--- config.mk ---
export PLATFORM = sky130hd
export DESIGN_NAME = dat_mem_arb
export DESIGN_NICKNAME = d
export VERILOG_FILES = /design/src/rtl/dat_mem_arb.sv
export SDC_FILE = /design/constraint.sdc
export NUM_CORES = 1
export LEC_CHECK = 0
export BUFFER_PORTS_ARGS = -buffer_cell sky130_fd_sc_hd__buf_4
export CAP_MARGIN = 20
export CORE_AREA = 5 5 68 70
export DETAILED_ROUTE_END_ITERATION = 16
export DIE_AREA = 0 0 73 75
export GPL_TIMING_DRIVEN = 0
export PLACE_DENSITY = 0.72
export SETUP_SLACK_MARGIN = 0.4
export SLEW_MARGIN = 30
export SYNTH_ARGS = -nofsm -noshare
export SYNTH_HDL_FRONTEND = slang
export SYNTH_SLANG_ARGS = --single-unit
--- constraint.sdc ---
create_clock -name clk -period 3.15 [get_ports clk]
set_input_delay 0.945 -clock clk [delete_from_list [all_inputs] [get_ports clk]]
set_output_delay 0.945 -clock clk [all_outputs]
set_load 0.03 [all_outputs]
--- src/rtl/dat_mem_arb.sv ---
// Two-port arbiter for the single-port 256x8 data memory: round-robin on conflict,
// optional lock for bursts of at most MAX_LOCK grants, registered per-port read return.
module dat_mem_arb #(
  parameter int MAX_LOCK = 16,
  parameter int AW       = 8,
  parameter int DW       = 8
) (
  input  logic          clk,
  input  logic          reset,
  input  logic          a_req,
  input  logic          a_wr,
  input  logic          a_lock,
  input  logic [AW-1:0] a_addr,
  input  logic [DW-1:0] a_wdata,
  output logic          a_gnt,
  output logic [DW-1:0] a_rdata,
  output logic          a_rvalid,
  input  logic          b_req,
  input  logic          b_wr,
  input  logic          b_lock,
  input  logic [AW-1:0] b_addr,
  input  logic [DW-1:0] b_wdata,
  output logic          b_gnt,
  output logic [DW-1:0] b_rdata,
  output logic          b_rvalid,
  output logic [AW-1:0] mem_addr,
  output logic [DW-1:0] mem_dat_in,
  output logic          mem_wr_en,
  input  logic [DW-1:0] mem_dat_out
);

  localparam int CW = $clog2(MAX_LOCK + 1);

  typedef enum logic [1:0] {OWN_NONE, OWN_A, OWN_B} owner_t;

  owner_t        owner_q, owner_d;
  logic          last_b_q, last_b_d;   // 1: B was granted most recently
  logic [CW-1:0] lock_cnt_q, lock_cnt_d;
  logic [CW-1:0] cnt_inc;
  logic          a_rvalid_q, a_rvalid_d;
  logic          b_rvalid_q, b_rvalid_d;
  logic [DW-1:0] a_rdata_q, b_rdata_q;

  always_comb begin
    a_gnt = 1'b0;
    b_gnt = 1'b0;
    if (!reset) begin
      unique case (owner_q)
        OWN_A:   a_gnt = a_req;
        OWN_B:   b_gnt = b_req;
        default: begin
          if (a_req && b_req) begin
            a_gnt = last_b_q;
            b_gnt = !last_b_q;
          end else begin
            a_gnt = a_req;
            b_gnt = b_req;
          end
        end
      endcase
    end
  end

  always_comb begin
    mem_addr   = '0;
    mem_dat_in = '0;
    mem_wr_en  = 1'b0;
    if (a_gnt) begin
      mem_addr   = a_addr;
      mem_dat_in = a_wdata;
      mem_wr_en  = a_wr;
    end else if (b_gnt) begin
      mem_addr   = b_addr;
      mem_dat_in = b_wdata;
      mem_wr_en  = b_wr;
    end
  end

  // lock_cnt holds the grants already taken in the burst; the grant that brings the
  // burst to MAX_LOCK releases ownership, so a burst never exceeds MAX_LOCK grants.
  always_comb begin
    owner_d    = owner_q;
    lock_cnt_d = lock_cnt_q;
    last_b_d   = last_b_q;
    cnt_inc    = lock_cnt_q + 1'b1;
    if (a_gnt) begin
      last_b_d = 1'b0;
    end else if (b_gnt) begin
      last_b_d = 1'b1;
    end
    unique case (owner_q)
      OWN_A: begin
        if (a_req && a_lock && (cnt_inc < CW'(MAX_LOCK))) begin
          lock_cnt_d = cnt_inc;
        end else begin
          owner_d    = OWN_NONE;
          lock_cnt_d = '0;
        end
      end
      OWN_B: begin
        if (b_req && b_lock && (cnt_inc < CW'(MAX_LOCK))) begin
          lock_cnt_d = cnt_inc;
        end else begin
          owner_d    = OWN_NONE;
          lock_cnt_d = '0;
        end
      end
      default: begin
        owner_d = OWN_NONE;
        if (a_gnt && a_lock && (MAX_LOCK > 1)) begin
          owner_d    = OWN_A;
          lock_cnt_d = CW'(1);
        end else if (b_gnt && b_lock && (MAX_LOCK > 1)) begin
          owner_d    = OWN_B;
          lock_cnt_d = CW'(1);
        end
      end
    endcase
  end

  assign a_rvalid_d = a_gnt && !a_wr;
  assign b_rvalid_d = b_gnt && !b_wr;

  always_ff @(posedge clk) begin
    if (reset) begin
      owner_q    <= OWN_NONE;
      last_b_q   <= 1'b1;
      lock_cnt_q <= '0;
      a_rvalid_q <= 1'b0;
      b_rvalid_q <= 1'b0;
      a_rdata_q  <= '0;
      b_rdata_q  <= '0;
    end else begin
      owner_q    <= owner_d;
      last_b_q   <= last_b_d;
      lock_cnt_q <= lock_cnt_d;
      a_rvalid_q <= a_rvalid_d;
      b_rvalid_q <= b_rvalid_d;
      if (a_rvalid_d) a_rdata_q <= mem_dat_out;
      if (b_rvalid_d) b_rdata_q <= mem_dat_out;
    end
  end

  assign a_rvalid = a_rvalid_q;
  assign b_rvalid = b_rvalid_q;
  assign a_rdata  = a_rdata_q;
  assign b_rdata  = b_rdata_q;

endmodule
# ---- After elaboration in Yosys (flattened, before gate mapping)
# Cells that the tools add are included.
dict set report word_totals {
  out_inout_bits 37
  mem_bits_ro 0
  ramBits 0
  ff_bits 26
  latchBits 0
  mem_count 0
}
dict set report op_classes {
  mul 0
  mux 24
  n_addsub 1
  n_eq_ne 4
  magnitude_cmp 1
  bitwise_logic 0
  reduce_logical 15
  n_shift 0
  n_div 0
}
# op count
set op_table {}
lappend op_table {{8-bit two-way mux} 4}
lappend op_table {{5-bit two-way mux} 4}
lappend op_table {{5-bit one-hot mux with 2 select lines} 1}
lappend op_table {{1-bit logical AND} 9}
lappend op_table {{1-bit two-way mux} 8}
lappend op_table {{2-bit two-way mux} 4}
lappend op_table {{5-bit by 1-bit adder with 5-bit output (second input constant)} 1}
lappend op_table {{5-bit less-than comparator (second input constant)} 1}
lappend op_table {{2-bit inequality test (second input constant)} 2}
lappend op_table {{1-bit one-hot mux with 2 select lines} 2}
lappend op_table {{2-bit one-hot mux with 2 select lines} 1}
lappend op_table {{4-bit nonzero test} 1}
lappend op_table {{1-bit zero test} 3}
lappend op_table {{2-bit by 1-bit == test with 1-bit output (second input constant)} 1}
lappend op_table {{2-bit == test (second input constant)} 1}
lappend op_table {{2-bit AND reduction} 1}
lappend op_table {{2-bit nonzero test} 1}

# ---- Logic depth before layout (Yosys ltp)
# Gate-level depths: netlist of run 1.
dict set report depth {
  word_depth 8
  depth_mapped 8
}

# ---- Worst setup path before layout of run 1
# No wires, ideal clock.
dict set report synth_timing {
  kind {input -> output}
  from {in reset}
  to {out mem_addr[0]}
  cell_stages 5
  path_buffers 2
  arrival_ps 2816
  path_slack_ps -611
  cell_sequence {clkbuf_1 -> nor3_2 -> clkbuf_1 -> nand2_1 -> o21ai_0}
}
dict set report synth_via {
  elab_chain_len 3
}
# item line_no
set synth_rtl {}
lappend synth_rtl {{start, declared} 9} ;# input logic reset,
lappend synth_rtl {{1-bit two-way mux} 47} ;# if (!reset) begin
lappend synth_rtl {{named net b_gnt} 23} ;# output logic b_gnt,
lappend synth_rtl {{8-bit two-way mux} 72} ;# end else if (b_gnt) begin
lappend synth_rtl {{8-bit two-way mux} 68} ;# if (a_gnt) begin
lappend synth_rtl {{end, declared} 26} ;# output logic [AW-1:0] mem_addr,
# The timed path passes the listed nets, and every way through them passes these cells.

# ---- Worst setup path in the final report of run 1
dict set report layout_timing {
  from {in b_req}
  to {out mem_dat_in[4]}
}
dict set report layout_via {
  elab_chain_len 6
}
# item line_no
set layout_rtl {}
lappend layout_rtl {{start, declared} 18} ;# input logic b_req,
lappend layout_rtl {{1-bit logical AND} 52} ;# if (a_req && b_req) begin
lappend layout_rtl {{1-bit two-way mux} 52}
lappend layout_rtl {{1-bit one-hot mux with 2 select lines} 48} ;# unique case (owner_q)
lappend layout_rtl {{1-bit two-way mux} 47}
lappend layout_rtl {{8-bit two-way mux} 72}
lappend layout_rtl {{8-bit two-way mux *} 68}
lappend layout_rtl {{end, declared} 27} ;# output logic [DW-1:0] mem_dat_in,
# Mark *: on every way between the ends. The rest lies on a longest branch, timed or not.

==> run_results.csv, run 1 <==
group,metric,value,unit
status,status,"completed",
clock_tree,cts_tree,"built",
clock_tree,clk_latency,260,ps
floorplan,dieWidth,73,µm
floorplan,dieArea,0.00548,mm²
sta,post-route-period-util,94.4,%
logic_synthesis,ys_types,33,
logic_synthesis,ys_seq_area_share,39.1,%
sta,period_needed,2970,ps
logic_synthesis,avgSynthCellArea,7.93,µm²
setup_path,reg2reg_depth,10,
logic_synthesis,async_reset_ff_share,0,%
layout,stdcell_count,327,
setup_path,critPathLaunch,"b_req",
global_routing,grt_pass1_wl,7070,µm
drt,dr.pass1.iters,4,
floorplan,ios,85,
hold_path,hold_depth,2,
setup_path,critical_path_depth,8,
clock_tree,cts.path.max_buffers,2,
setup_path,worstPathCellList,"buf_8 -> nor2b_4 -> a211oi_4 -> buf_6 -> clkbuf_16 -> nand2_2 -> o21ai_4 -> buf_6",
drt,routedWlPerCell,14.7,µm
power_and_ir_drop,power_density,318,mW/mm²
sta,maxSlewHeadroom,56.2,%
logic_synthesis,syn_inst,168,
clock_tree,numCtsBuffers,3,
drt,num_vias,1618,
global_routing,antenna_found_initial,0,
clock_tree,holdBufCountCts,0,
setup_path,worst-path-buf-inv,4,
power_and_ir_drop,p_leak,1.31,nW
logic_synthesis,synth.ff_latch_count,26,
layout,antenna_cells,0,
place,gp_congestion,0.748,
logic_synthesis,synth_ff_type,"dfxtp_1",
logic_synthesis,synth_nets,219,
sta,finalMaxSlewViolations,0,
flow_run,max_cap_viol_count,0,
setup_path,critPathTopFamily,"buffers and inverters",
setup_path,path_class,"in -> out",
sta,setup_viol,0,
logic_synthesis,synth_edf_count,0,
floorplan,core-area,0.00391,mm²
clock_tree,cts_root_buffer,"clkbuf_8",
setup_path,r2r_start,"owner_q[0]",
global_routing,grt_overflow_total,0,
logic_synthesis,synth_area,0.00133,mm²
logic_synthesis,synth_common_cells,"37 x nand2_1, 26 x dfxtp_1, 22 x nor2_1",
drt,drtAntennaViolNets,0,
floorplan,num_rows,23,
hold_path,hold_class,"reg -> reg",
sta,layout_setup_ws,176,ps
logic_synthesis,synth_top_area_cell,"dfxtp_1",
layout,drive_above_1_share,62.8,%
global_routing,grt_start_max_net_pins,15,
logic_synthesis,yosys-top-cells-area,"dfxtp_1 39%, mux2i_1 13%, nand2_1 10%, o21ai_0 6.4%, nor2_1 6.2%",
setup_path,path_common_cell,"buf_6",
place,hpwl,3290,µm
floorplan,fp.dieH,75,µm
sta,finalHoldViolations,0,
hold_path,hp-start,"owner_q[1]",
power_and_ir_drop,peakVddDrop,340,µV
setup_path,arrival,2030,ps
sta,fin_worst_skew,7.79,ps
drt,viasPerCell,4.95,
place,post-place-cells,301,
power_and_ir_drop,finalPower,0.905,mW
logic_synthesis,synth.most_common_cell,"nand2_1",
place,pre_cts_ws,-334,ps
setup_path,critPathSlowestCell,"a211oi_4",
drt,drt_iter0_drc,30,
setup_path,cp_max_fo,8,
clock_tree,cts_sinks,26,
sta,worstMarginPinSlew,658,ps
setup_path,end_kind,"output pin",
place,port_buffers,83,
setup_path,worst-endpoint-required,2200,ps
layout,nets,329,
drt,routed_wl,4800,µm
setup_path,slowest_delay,200,ps
sta,rsz0062_at_grt,"yes",
global_routing,grt_pass1_vias,1527,
floorplan,start_util,34.0,%
logic_synthesis,synth_warnings,0,
sta,fmax,336,MHz
logic_synthesis,synth_top_area_share,39.1,%
setup_path,critPathLaunchType,"input pin",
clock_tree,cts.clk_slew.worst_paths,90,ps
drt,drc,0,
layout,areaGrowthSynthToFinish,113,%
clock_tree,htree_levels,1,
global_routing,grtUsageTotal,16.0,%
[per-stage QoR]
step                hold WS (ps)  area (µm²)  setup TNS (ps)  util, %
finish                       488        2840               0     72.6
global route                 526        2840               0     72.6
CTS                          508        2750               0     70.2
detailed placement           469        2270           -5500     57.9
global placement             465        2270           -5240     57.9
floorplan                    449        1580            -104        -
[what timing repair did]
action / in CTS / in global routing
gates resized for setup: 60 / 19
endpoints found under the setup margin: 19 / 19
pin swaps: 10 / 11
setup buffers: 15 / 3
cloned: 3 / 1
[path summary, 6_finish.rpt]
check / end / slack, ps
max: mem_dat_in[4] / 180
min: owner_q[1] / 490
max reg2reg: owner_q[1] / 790
min reg2reg: owner_q[1] / 490
[logic make-up after synthesis]
| group | share of synthesized area, % |
|---|---|
| adders and majority gates | 2.82 |
| muxes | 12.8 |
| AOI/OAI and AO/OA | 14.6 |
| buffers and inverters | 4.79 |
| DFF | 39.1 |
| and+or+nand+nor | 26.0 |
[power breakdown]
| part | switching, mW | total (mW) | leakage (nW) | internal [mW] |
|---|---|---|---|---|
| Combinational | 0.173 | 0.347 | 1.07 | 0.174 |
| Clock | 0.0995 | 0.211 | 0.0288 | 0.111 |
| Sequential | 0.00707 | 0.347 | 0.212 | 0.340 |
| Total | 0.279 | 0.905 | 1.31 | 0.625 |
[final cells by class]
type | count | area [µm²]
Clock buffer | 4 | 55.1
Fill cell | 286 | 1070
Timing Repair Buffer | 105 | 942
Sequential cell | 26 | 523
Inverter | 3 | 11.3
Buffer | 11 | 149
Tap cell | 50 | 62.6
Multi-Input combinational cell | 128 | 1100
[sequential cells by signal (all words and copies together), names as in the netlist]
name        count
last_b_q        1
b_rdata         8
a_rvalid        1
b_rvalid        1
lock_cnt_q      5
owner_q         2
a_rdata         8
[layout by cell type (no fill, tap or decap), drive strengths merged, types with 2 or more instances in the layout]
| master | instances |
|---|---|
| dfxtp | 26 |
| clkbuf | 13 |
| a31oi | 2 |
| a221oi | 2 |
| nor3 | 2 |
| nand3b | 2 |
| a21oi | 2 |
| o21ai | 18 |
| nand2 | 37 |
| nand3 | 6 |
| buf | 107 |
| nor2 | 22 |
| mux2i | 17 |
| ha | 3 |
| inv | 3 |
[tightest hold or removal path, delay by kind of cell, from the launching register on]
kind	cells	cell delay, ps
simple gates	1	60
compound gates	1	50
flops	1	350
[per-layer routing]
metal  up-vias  wire length, µm  track usage [%]  share of wire, %
met5         -                0                0                 0
met4         0               78             2.87               1.6
met3         8              475             4.81               9.9
met2        76             2400             29.6                50
met1       735             1840             18.4                38
li1        799                -                -                 -
(Power assumes the default switching activity.)
==> inputs of run 2 (changes only) <==
--- a/config.mk
+++ b/config.mk
@@ -7,11 +7,13 @@
 export LEC_CHECK = 0
 export BUFFER_PORTS_ARGS = -buffer_cell sky130_fd_sc_hd__buf_4
 export CAP_MARGIN = 20
-export CORE_AREA = 5 5 68 70
+export CELL_PAD_IN_SITES_DETAIL_PLACEMENT = 1
+export CELL_PAD_IN_SITES_GLOBAL_PLACEMENT = 1
+export CORE_AREA = 5 5 75 77
 export DETAILED_ROUTE_END_ITERATION = 16
-export DIE_AREA = 0 0 73 75
+export DIE_AREA = 0 0 80 82
 export GPL_TIMING_DRIVEN = 0
-export PLACE_DENSITY = 0.72
+export PLACE_DENSITY = 0.82
 export SETUP_SLACK_MARGIN = 0.4
 export SLEW_MARGIN = 30
 export SYNTH_ARGS = -nofsm -noshare
==> run 2 against run 1 <==
Clock power up 32%. Critical path depth did not move. Clock-buffer cell count shrank 1. Critical path type unchanged.
==> run_results.csv, run 2 (synthesis results as in run 1) <==
group,metric,value,unit
status,status,"completed",
setup_path,reg2reg_depth,9,
sta,rsz0062_at_grt,"yes",
floorplan,ios,85,
setup_path,critical_path_depth,8,
drt,viasPerCell,4.85,
clock_tree,cts_root_buffer,"clkbuf_8",
layout,stdcell_count,350,
sta,setup_viol,0,
clock_tree,cts_tree,"built",
drt,wl_met2,3320,µm
setup_path,worst-path-buf-inv,4,
layout,final_cell_mix,"74 x buf_4, 26 x buf_6, 24 x dfxtp_1",
hold_path,hold_depth,2,
layout,antenna_cells,0,
sta,whs,498,ps
layout,areaGrowthSynthToFinish,119,%
setup_path,worstPathCellList,"buf_8 -> nor2b_4 -> a211oi_4 -> buf_6 -> clkbuf_16 -> nand2_4 -> o21ai_4 -> buf_6",
clock_tree,cts_sinks,26,
layout,drive_above_1_share,63.2,%
global_routing,grt_pass1_wl,9200,µm
setup_path,path_common_cell,"buf_6",
global_routing,grt_start_max_net_pins,16,
sta,finalHoldViolations,0,
place,post-place-cells,321,
place,port_buffers,83,
drt,drc,0,
drt,routed_wl,5980,µm
sta,worstMarginPinSlew,661,ps
sta,post-route-period-util,94.3,%
layout,final_common_cell,"buf_4",
floorplan,dieArea,0.00656,mm²
drt,wl_met3,458,µm
global_routing,antenna_found_initial,0,
place,gp_congestion,0.690,
global_routing,grtUsageTotal,17.9,%
floorplan,num_rows,26,
sta,finalMaxSlewViolations,0,
setup_path,cp_max_fo,5,
setup_path,critPathLaunchType,"input pin",
setup_path,end_kind,"output pin",
layout,multiInputGateArea,0.00111,mm²
layout,final_core_util,59.0,%
clock_tree,cts.clk_slew.worst_paths,90,ps
setup_path,critPathSlowestCell,"a211oi_4",
drt,drt_iter0_drc,19,
drt,drt-met1-wl,2140,µm
layout,regArea,523,µm²
setup_path,arrival,2030,ps
drt,top_layer_used,"met4",
power_and_ir_drop,peakVddDrop,217,µV
layout,finalInstanceArea,0.00292,mm²
floorplan,start_util,26.9,%
place,hpwl,3850,µm
drt,dr.pass1.iters,4,
drt,drtAntennaViolNets,0,
power_and_ir_drop,finalPower,0.985,mW
clock_tree,numCtsBuffers,3,
setup_path,critPathTopFamily,"buffers and inverters",
layout,fillerInstances,563,
setup_path,worst-endpoint-required,2200,ps
sta,maxSlewHeadroom,55.9,%
global_routing,grt_pass1_vias,1888,
power_and_ir_drop,p_leak,1.32,nW
floorplan,dieWidth,80,µm
sta,fmax,336,MHz
hold_path,hold_class,"reg -> reg",
drt,routedWlPerCell,17.1,µm
layout,nets,332,
global_routing,grt_overflow_total,0,
clock_tree,clk_latency,270,ps
drt,num_vias,1699,
floorplan,fp.dieH,82,µm
clock_tree,cts.path.max_buffers,2,
sta,period_needed,2970,ps
floorplan,core-area,0.00494,mm²
sta,fin_worst_skew,2.59,ps
setup_path,path_class,"in -> out",
clock_tree,htree_levels,1,
power_and_ir_drop,power_density,338,mW/mm²
setup_path,slowest_delay,220,ps
place,placed_area,0.00229,mm²
flow_run,max_cap_viol_count,0,
run 2: cell count changes in the layout (fill, tap and decap cells not counted), moves of 2 or more:
cell and change:
o21ai_4 +2, buf_2 +2, buf_8 +2, o21ai_2 -2
run 2: area by class of cell:
type                            instances  area share [%]
Sequential cell                        26            17.9
Clock buffer                            3            1.42
Timing Repair Buffer                  108            33.1
Multi-Input combinational cell        128            38.0
Tap cell                               70            3.00
Buffer                                 11            5.10
Clock inverter                          1            1.03
Inverter                                3           0.386
run 2: stage by stage:
step	setup slack [ps]	TNS, ps
6_report	178	0
5_1_grt	132	0
4_1_cts	148	0
3_5_place_dp	-325	-5460
3_3_place_gp	-312	-5270
2_1_floorplan	-14.8	-104
run 2: timing repair:
action	4_1_cts	5_1_grt
buffers inserted	15	4
endpoints found under the setup margin	19	19
pin swaps	13	11
cloned	6	0
hold buffers	0	0
gates resized for setup	60	21
run 2: worst paths after layout:
check	from	end	slack, ps
worst max register to register	owner_q[0]	owner_q[1]	820
worst min register to register	owner_q[1]	owner_q[1]	500
worst max-delay path	b_req	mem_addr[3]	180
worst min-delay path	owner_q[1]	owner_q[1]	500
run 2: layer usage:
layer,vias to the layer above,global-route usage [%]
met5,-,0
met4,0,4.73
met3,6,3.29
met2,65,35.8
met1,824,18.9
li1,804,-
run 2: tightest hold or removal path: cells and delay by family, from the launching register on:
family           cells  cell delay [ps]
AO/OA/AOI/OAI        1               50
flip-flops           1              350
AND/OR/NAND/NOR      1               60
run 2: report_power, final:
group / internal, mW / total (mW) / switching (mW)
Combinational: 0.178 / 0.360 / 0.182
Sequential: 0.340 / 0.347 / 0.00725
Clock: 0.170 / 0.278 / 0.108
==> inputs of run 3 (changes only) <==
==> constraint.sdc (replaced) <==
create_clock -name clk -period 3.15 [get_ports clk]
set_input_delay 0.945 -clock clk [delete_from_list [all_inputs] [get_ports clk]]
set_output_delay 0.945 -clock clk [all_outputs]
set_load 0.05 [all_outputs]
==> run 3 against run 2 <==
Routed wire length decreased by 5.8%. Via count decreased by 2.2%. Die area unchanged. Clock-buffer cell count increased by 1. Global-route usage decreased by 0.77 points. Fmax decreased by 1.4%.
==> run_results.csv, run 3 (synthesis results as in run 1) <==
group,metric,value,unit
sta,setup_viol,0,
global_routing,grt_pass1_vias,1776,
setup_path,end_kind,"output pin",
clock_tree,numCtsBuffers,3,
power_and_ir_drop,power_density,331,mW/mm²
clock_tree,cts_tree,"built",
drt,dr.pass1.iters,3,
global_routing,grtUsageTotal,17.1,%
layout,final_core_util,58.9,%
sta,fin_worst_skew,5.79,ps
clock_tree,cts_sinks,26,
layout,final_cell_mix,"76 x buf_4, 24 x nand2_4, 24 x dfxtp_1",
place,post-place-cells,321,
place,port_buffers,83,
power_and_ir_drop,finalPower,0.964,mW
drt,drc,0,
clock_tree,cts.path.max_buffers,2,
sta,maxSlewHeadroom,53.3,%
sta,layout_setup_ws,137,ps
layout,nets,330,
place,gp_congestion,0.762,
global_routing,grt_overflow_total,0,
setup_path,critPathSlowestCell,"buf_6",
sta,finalHoldViolations,0,
sta,period_needed,3010,ps
setup_path,slowest_delay,200,ps
drt,num_vias,1662,
floorplan,start_util,26.9,%
setup_path,worstPathCellList,"clkbuf_16 -> nand2b_4 -> a211oi_4 -> buf_6 -> clkbuf_16 -> nand2_2 -> o21ai_2 -> buf_6",
global_routing,grt_start_max_net_pins,15,
clock_tree,cts_root_buffer,"clkbuf_8",
sta,finalMaxSlewViolations,0,
power_and_ir_drop,p_leak,1.36,nW
layout,fillerInstances,557,
place,pre_cts_ws,-400,ps
floorplan,dieArea,0.00656,mm²
floorplan,dieWidth,80,µm
hold_path,hold_class,"reg -> reg",
flow_run,max_cap_viol_count,0,
floorplan,core-area,0.00494,mm²
drt,viasPerCell,4.78,
global_routing,antenna_found_initial,0,
clock_tree,htree_levels,1,
drt,routed_wl,5640,µm
floorplan,ios,85,
setup_path,arrival,2070,ps
floorplan,num_rows,26,
drt,drt_iter0_drc,16,
clock_tree,clk_latency,270,ps
sta,fmax,332,MHz
floorplan,fp.dieH,82,µm
power_and_ir_drop,peakVddDrop,235,µV
setup_path,path_class,"in -> out",
global_routing,grt_pass1_wl,8630,µm
setup_path,critPathLaunchType,"input pin",
place,hpwl,3840,µm
layout,drive_above_1_share,62.9,%
hold_path,hold_depth,2,
status,status,"completed",
layout,areaGrowthSynthToFinish,119,%
sta,rsz0062_at_grt,"yes",
clock_tree,cts.clk_slew.worst_paths,80,ps
sta,worstMarginPinSlew,700,ps
sta,post-route-period-util,95.7,%
setup_path,cp_max_fo,7,
sta,whs,505,ps
layout,stdcell_count,348,
layout,antenna_cells,0,
setup_path,worst-endpoint-required,2200,ps
drt,routedWlPerCell,16.2,µm
drt,drtAntennaViolNets,0,
setup_path,reg2reg_depth,8,
layout,final_common_cell,"buf_4",
run 3: changes by cell type in the layout (fill, tap and decap cells not counted), moves of 2 or more:
cell     previous run  this run
nand2_2            11         5
o21ai_2             5         8
buf_8               5         9
buf_4              74        76
o21ai_4            13         9
buf_2               5         3
nand2_4            17        24
buf_6              26        20
run 3: cell type report:
| class | instances | area [µm²] | share of cell area (%) |
|---|---|---|---|
| Clock buffer | 4 | 55.1 | 1.89 |
| Buffer | 11 | 149 | 5.11 |
| Tap cell | 70 | 87.6 | 3.01 |
| Multi-Input combinational cell | 128 | 1110 | 38.2 |
| Inverter | 3 | 11.3 | 0.386 |
| Sequential cell | 26 | 523 | 17.9 |
| Timing Repair Buffer | 106 | 975 | 33.4 |
run 3: what timing repair did:
| action | 4_1_cts | 5_1_grt |
|---|---|---|
| endpoints found under the hold margin | 0 | 0 |
| gates cloned | 3 | 0 |
| buffers inserted | 17 | 3 |
| hold buffers | 0 | 0 |
| setup endpoints to repair | 19 | 19 |
| pin swaps | 14 | 13 |
| gates resized for setup | 68 | 18 |
run 3: metal layers:
layer  up-vias  GRT usage (%)  routed length [µm]  share of wire, %
met2        62           33.2                2970                53
met3         6           4.82                 489               8.7
met5         -              0                   0                 0
li1        797              -                   -                 -
met1       797           18.1                2130                38
met4         0           4.05                  48              0.85
run 3: worst max-delay path, delay by kind of cell:
| kind | cells | cell delay (ps) |
|---|---|---|
| buffers and inverters | 4 | 680 |
| AOI/OAI and AO/OA | 2 | 240 |
| and+or+nand+nor | 2 | 200 |
run 3: final timing paths:
check / end / slack (ps) / startpoint
worst min register to register: b_rdata[3] / 500 / b_rdata[3]
worst max-delay path: mem_dat_in[7] / 140 / reset
worst min-delay path: b_rdata[3] / 500 / b_rdata[3]
worst max register to register: owner_q[1] / 860 / owner_q[1]
run 3: power breakdown:
group          switching [mW]  leakage [nW]  internal (mW)
Clock                   0.107        0.0288          0.112
Sequential            0.00774         0.212          0.340
Combinational           0.218          1.12          0.181
run 3: per-stage QoR:
stage	setup TNS, ps	area [µm²]
2_1_floorplan	-1320	1600
3_3_place_gp	-6580	2310
3_5_place_dp	-6730	2310
4_1_cts	0	2820
5_1_grt	0	2910
6_report	0	2910
